`src/rtl/seq_det_pkg.sv`:
```
// rtl/seq_det_pkg.sv - shared types and default sizes for the serializer front end
package seq_det_pkg;

  localparam int DEF_WIDTH = 8;
  localparam int DEF_DEPTH = 4;

  typedef enum logic {
    SER_IDLE  = 1'b0,
    SER_SHIFT = 1'b1
  } ser_state_t;

endpackage

```
`src/rtl/sync_fifo.sv`:
```
// rtl/sync_fifo.sv - single-clock word FIFO with registered occupancy count
module sync_fifo
  import seq_det_pkg::*;
#(
  parameter int WIDTH = DEF_WIDTH,
  parameter int DEPTH = DEF_DEPTH
) (
  input  logic                       clk,
  input  logic                       reset,
  input  logic                       clear,
  input  logic                       push,
  input  logic                       pop,
  input  logic [WIDTH-1:0]           wr_data,
  output logic [WIDTH-1:0]           rd_data,
  output logic                       full,
  output logic                       empty,
  output logic [$clog2(DEPTH+1)-1:0] count
);

  localparam int PTR_W = $clog2(DEPTH);
  localparam int CNT_W = $clog2(DEPTH+1);

  logic [WIDTH-1:0] mem [DEPTH];
  logic [PTR_W-1:0] wr_ptr;
  logic [PTR_W-1:0] rd_ptr;
  logic             do_push;
  logic             do_pop;

  assign full    = (count == CNT_W'(DEPTH));
  assign empty   = (count == '0);
  // Pushes into a full FIFO and pops from an empty one are silently dropped.
  assign do_push = push && !full && !clear;
  assign do_pop  = pop && !empty && !clear;
  assign rd_data = mem[rd_ptr];

  always_ff @(posedge clk) begin
    if (!reset && do_push) begin
      mem[wr_ptr] <= wr_data;
    end
  end

  always_ff @(posedge clk) begin
    if (reset || clear) begin
      wr_ptr <= '0;
      rd_ptr <= '0;
      count  <= '0;
    end else begin
      if (do_push) begin
        wr_ptr <= wr_ptr + PTR_W'(1);
      end
      if (do_pop) begin
        rd_ptr <= rd_ptr + PTR_W'(1);
      end
      if (do_push && !do_pop) begin
        count <= count + CNT_W'(1);
      end else if (!do_push && do_pop) begin
        count <= count - CNT_W'(1);
      end
    end
  end

endmodule

```
`src/rtl/bit_serializer.sv`:
```
// rtl/bit_serializer.sv - buffered parallel-to-serial converter with gapless word reload
module bit_serializer
  import seq_det_pkg::*;
#(
  parameter int WIDTH     = DEF_WIDTH,
  parameter int DEPTH     = DEF_DEPTH,
  parameter bit MSB_FIRST = 1'b1
) (
  input  logic                       clk,
  input  logic                       reset,
  input  logic                       flush,
  input  logic [WIDTH-1:0]           in_data,
  input  logic                       in_valid,
  output logic                       in_ready,
  output logic                       ser_out,
  output logic                       ser_valid,
  output logic                       busy,
  output logic [$clog2(DEPTH+1)-1:0] fifo_count
);

  localparam int CNT_W = $clog2(WIDTH);

  ser_state_t       state;
  ser_state_t       next_state;
  logic [WIDTH-1:0] shreg;
  logic [WIDTH-1:0] shreg_shifted;
  logic [CNT_W-1:0] bit_cnt;
  logic [WIDTH-1:0] fifo_head;
  logic             fifo_full;
  logic             fifo_empty;
  logic             last_bit;
  logic             pop;

  sync_fifo #(
    .WIDTH(WIDTH),
    .DEPTH(DEPTH)
  ) u_fifo (
    .clk    (clk),
    .reset  (reset),
    .clear  (flush),
    .push   (in_valid),
    .pop    (pop),
    .wr_data(in_data),
    .rd_data(fifo_head),
    .full   (fifo_full),
    .empty  (fifo_empty),
    .count  (fifo_count)
  );

  assign last_bit      = (bit_cnt == CNT_W'(WIDTH-1));
  // Reload happens on the edge that retires the final bit, so words run back to back.
  assign pop           = !flush && !fifo_empty &&
                         ((state == SER_IDLE) || ((state == SER_SHIFT) && last_bit));
  assign shreg_shifted = MSB_FIRST ? {shreg[WIDTH-2:0], 1'b0} : {1'b0, shreg[WIDTH-1:1]};

  always_ff @(posedge clk) begin
    if (reset) begin
      state <= SER_IDLE;
    end else begin
      state <= next_state;
    end
  end

  always_comb begin
    next_state = state;
    if (flush) begin
      next_state = SER_IDLE;
    end else begin
      case (state)
        SER_IDLE:  if (!fifo_empty) next_state = SER_SHIFT;
        SER_SHIFT: if (last_bit && fifo_empty) next_state = SER_IDLE;
        default:   next_state = SER_IDLE;
      endcase
    end
  end

  always_ff @(posedge clk) begin
    if (reset || flush) begin
      shreg   <= '0;
      bit_cnt <= '0;
    end else if (pop) begin
      shreg   <= fifo_head;
      bit_cnt <= '0;
    end else if (state == SER_SHIFT) begin
      shreg   <= shreg_shifted;
      bit_cnt <= bit_cnt + CNT_W'(1);
    end
  end

  always_comb begin
    ser_valid = (state == SER_SHIFT);
    ser_out   = ser_valid && (MSB_FIRST ? shreg[WIDTH-1] : shreg[0]);
    busy      = !fifo_empty || ser_valid;
    in_ready  = !fifo_full;
  end

endmodule

```
`config.mk`:
```
export PLATFORM = sky130hd
export DESIGN_NAME = bit_serializer
export DESIGN_NICKNAME = d
export VERILOG_FILES = /design/src/rtl/seq_det_pkg.sv /design/src/rtl/sync_fifo.sv /design/src/rtl/bit_serializer.sv
export SDC_FILE = /design/constraint.sdc
export NUM_CORES = 1
export LEC_CHECK = 0
export CORE_ASPECT_RATIO = 0.6
export CORE_MARGIN = 4
export CORE_UTILIZATION = 30
export CTS_CLUSTER_SIZE = 16
export DETAILED_ROUTE_END_ITERATION = 8
export SYNTH_ARGS = -nofsm -noshare
export SYNTH_HDL_FRONTEND = slang
export SYNTH_SLANG_ARGS = --single-unit
```
`constraint.sdc`:
```
create_clock -name clk -period 3.14 [get_ports clk]
set_clock_uncertainty 0.15 [all_clocks]
set_input_delay 0.942 -clock clk [delete_from_list [all_inputs] [get_ports clk]]
set_output_delay 0.942 -clock clk [all_outputs]
set_load 0.02 [all_outputs]
```
==> impl_results.rst <==
.. list-table::
   :header-rows: 1

   * - Metric
     - Value
   * - Status
     - finished, final reports clean
   * - Total number of vias
     - 1,218
   * - CTS tree
     - built
   * - Largest cells by area after synthesis
     - sky130_fd_sc_hd__edfxtp_1, sky130_fd_sc_hd__dfxtp_1, sky130_fd_sc_hd__mux4_2, sky130_fd_sc_hd__ha_1, sky130_fd_sc_hd__nand2_1
   * - Number of core rows
     - 23
   * - Number of standard cells after synthesis
     - 156
   * - Buffer count from post-CTS setup fixing
     - 0
   * - Post-synth top area share
     - 44.0%
   * - Die Y-Extent
     - 74.1 µm
   * - Final max-slew violation count
     - 0
   * - Unrepaired setup endpoints after global routing
     - false
   * - Number of endpoints with negative hold slack in the final report
     - 0
   * - Number of H-tree levels
     - 2
   * - Initial antenna violation count
     - 0
   * - Maximum number of pins on one net before global-route repair
     - 17
   * - Yosys warning total
     - 0
   * - Number of distinct library cells after synthesis
     - 30
   * - Final GP Congestion
     - 0.739
   * - Placeable core region
     - just under 7000 µm²
   * - Fill cell instance count of the final layout
     - 642
   * - Placed Cells
     - 256
   * - Clock buffer count from CTS
     - 5
   * - Vias in the first global route
     - 1,242
   * - Worst Setup Start Kind
     - input pin
   * - Max Clk Rate
     - 349 MHz
   * - Clock buffer depth
     - 2
   * - Total power per unit cell area
     - just under 600 nW/µm²
   * - Cell area after synthesis
     - around 2200 µm²
   * - DRT antenna net count
     - 0
   * - Total of flip-flops plus latches after synthesis
     - 53
   * - Clock transition at path regs
     - 0.07 ns
   * - Number of placed I/O pins
     - 19
   * - Later-pin clock latency in the skew report
     - 0.29 ns
   * - Leakage component of the power
     - 0.891 nW
   * - Post-Layout Cell Count
     - 264
   * - Post-route fraction of the period consumed by the critical path
     - a little over 90%
   * - Transition at the pin with the smallest max-transition slack
     - 0.543 ns
   * - Worst hold path type
     - reg -> reg
   * - Peak VDD IR
     - 0.000191 V
   * - Die span in x
     - 118 µm
   * - Starting Density
     - 31.8%
   * - Port Buffer Count
     - 18
   * - Setup violations, final
     - 0
   * - Resized Gates After CTS
     - 0
   * - DIE AREA
     - 8760 µm²
   * - Top_reg_cell synth
     - sky130_fd_sc_hd__edfxtp_1
   * - Avg Inst Size Synth
     - 14.0 µm²
   * - Area used by multi-input combinational logic
     - 724 µm²
   * - Share of the yosys chip area belonging to registers
     - around 63%
   * - Share of flip-flops with an asynchronous set or reset after synthesis
     - 0%
   * - Final nets
     - 196
   * - Worst path arrival time
     - around 3.0 ns
   * - Wire length after detailed routing
     - roughly 3800 µm
   * - Post-DR vias/cell
     - 4.61
   * - Sequential cell area in the final layout
     - 1380 µm²
   * - Period minus WS final
     - 2.87 ns
   * - Global-route wire length before repair
     - ~6500 µm
   * - Most common cell in the synthesized netlist
     - sky130_fd_sc_hd__edfxtp_1
   * - Wire length per cell
     - 14.6 µm
   * - DP Wirelength
     - around 2700 µm
   * - Global router's overall resource usage
     - around 9.8%
   * - Required time reported for the critical path endpoint
     - 3.22 ns
   * - Biggest area consumer among synthesized cells
     - sky130_fd_sc_hd__edfxtp_1
   * - Nets in the synthesized netlist
     - 176
   * - Maximum fanout count along the critical path
     - 3
   * - Post-CTS Hold Buffers
     - 0
   * - Count of flip-flops with a built-in enable after synthesis
     - 32
   * - Root buffer cell
     - sky130_fd_sc_hd__clkbuf_16
   * - Max-Slew Margin vs Limit
     - 63.8%
   * - Nature of the critical path endpoint
     - flop
   * - Post-route worst hold slack
     - 0.325 ns
   * - DRC violation total after the first TritonRoute iteration
     - 70
   * - Post-route total power
     - 1.53 mW
   * - ANT cells
     - 0
   * - Maximum capacitance violations
     - 0
   * - Remaining global-route overflow
     - 0
   * - Layout area overhead
     - 19.8%
   * - Clock net sink count
     - 53
   * - DRC viols
     - 0
   * - Fraction of final layout cells with drive strength greater than 1
     - 15.3%
   * - Crit Path Class
     - in -> reg
   * - DR pass1 iterations
     - 4
   * - Top cell types by occurrence after synthesis
     - sky130_fd_sc_hd__edfxtp_1, sky130_fd_sc_hd__dfxtp_1, sky130_fd_sc_hd__nand2_1, sky130_fd_sc_hd__o21ai_0
==> layer usage <==
metal  vias to the layer above  global-route usage, %  part of all wire, %
met4                         0                   4.68                  1.8
met2                        22                   12.3                   38
met3                         8                   3.34                  4.1
met1                       584                   14.9                   56
li1                        604                      -                    -
met5                         -                      0                    0
==> kinds of logic after synthesis <==
group | Yosys count | share of synthesized area (%)
DFF | 53 | 63.2
and+or+nand+nor | 41 | 10.2
AOI/OAI and AO/OA | 22 | 5.90
buffers and inverters | 15 | 3.66
muxes | 12 | 10.1
adders and majority gates | 8 | 4.92
xor gates and xnor gates | 5 | 2.00
==> power breakdown <==
group          switching (mW)  internal (mW)
registers              0.0158          0.753
logic                  0.0758         0.0704
clock network           0.245          0.373
==> cells in the final DEF (no fill, tap or decap), types with 2 or more instances in the layout <==
master,count
sky130_fd_sc_hd__nor2_1,8
sky130_fd_sc_hd__xor2_1,2
sky130_fd_sc_hd__nor3_2,3
sky130_fd_sc_hd__edfxtp_1,32
sky130_fd_sc_hd__nand2_1,14
sky130_fd_sc_hd__and2_1,2
sky130_fd_sc_hd__and3_1,5
sky130_fd_sc_hd__xnor2_1,3
sky130_fd_sc_hd__o21ai_0,9
sky130_fd_sc_hd__or3_1,2
sky130_fd_sc_hd__dfxtp_1,21
sky130_fd_sc_hd__inv_1,5
sky130_fd_sc_hd__clkbuf_16,5
sky130_fd_sc_hd__buf_4,4
sky130_fd_sc_hd__ha_1,7
sky130_fd_sc_hd__mux2i_1,4
sky130_fd_sc_hd__clkdlybuf4s50_1,18
sky130_fd_sc_hd__a21oi_1,4
sky130_fd_sc_hd__a31oi_1,7
sky130_fd_sc_hd__nand2b_1,2
sky130_fd_sc_hd__mux4_2,8
==> area by class of cell <==
cell class	count	area share [%]
inverters	6	1.05
repair buffers	22	8.03
flip-flops and latches	53	52.7
well taps	87	4.16
clock buffers	5	4.78
clock inverters	3	1.58
multi-input cells	88	27.7
==> worst max-delay path, stage by stage <==
cell and delay, ns:
sky130_fd_sc_hd__clkdlybuf4s50_1 0.50, sky130_fd_sc_hd__inv_1 0.09, sky130_fd_sc_hd__and3_4 0.17, sky130_fd_sc_hd__inv_6 0.05, sky130_fd_sc_hd__ha_1 0.16, sky130_fd_sc_hd__inv_1 0.06, sky130_fd_sc_hd__fa_1 0.37, sky130_fd_sc_hd__xor2_1 0.16
sky130_fd_sc_hd__or3_1 0.31, sky130_fd_sc_hd__a21oi_1 0.13
==> through the flow <==
stage          setup TNS, ns  setup WS, ns  utilization (%)  instance area (µm²)
5_1_grt                    0         0.149             38.1                 2620
3_5_place_dp         -0.0136       -0.0136             35.7                 2450
6_report                   0         0.275             38.1                 2620
3_3_place_gp               0        0.0315             35.7                 2450
4_1_cts                    0         0.290             38.1                 2620
2_1_floorplan              0         0.456                -                 2190
==> worst paths after layout <==
check             depth (start not counted)              end  slack (ns)  startpoint
setup / recovery                         10  u_fifo.count[2]        0.27       flush
hold / removal                            2         shreg[5]        0.33    shreg[4]
setup reg to reg                         11  u_fifo.count[2]        0.57  bit_cnt[0]
hold reg to reg                           2         shreg[5]        0.33    shreg[4]
==> registers in the layout, summed over array words and instances, names as in the netlist, named ones only <==
name and count:
u_fifo.mem 32, shreg 8, bit_cnt 3, u_fifo.count 3
u_fifo.rd_ptr 2, u_fifo.wr_ptr 2, ser_valid 1
(Power assumes the default switching activity.)
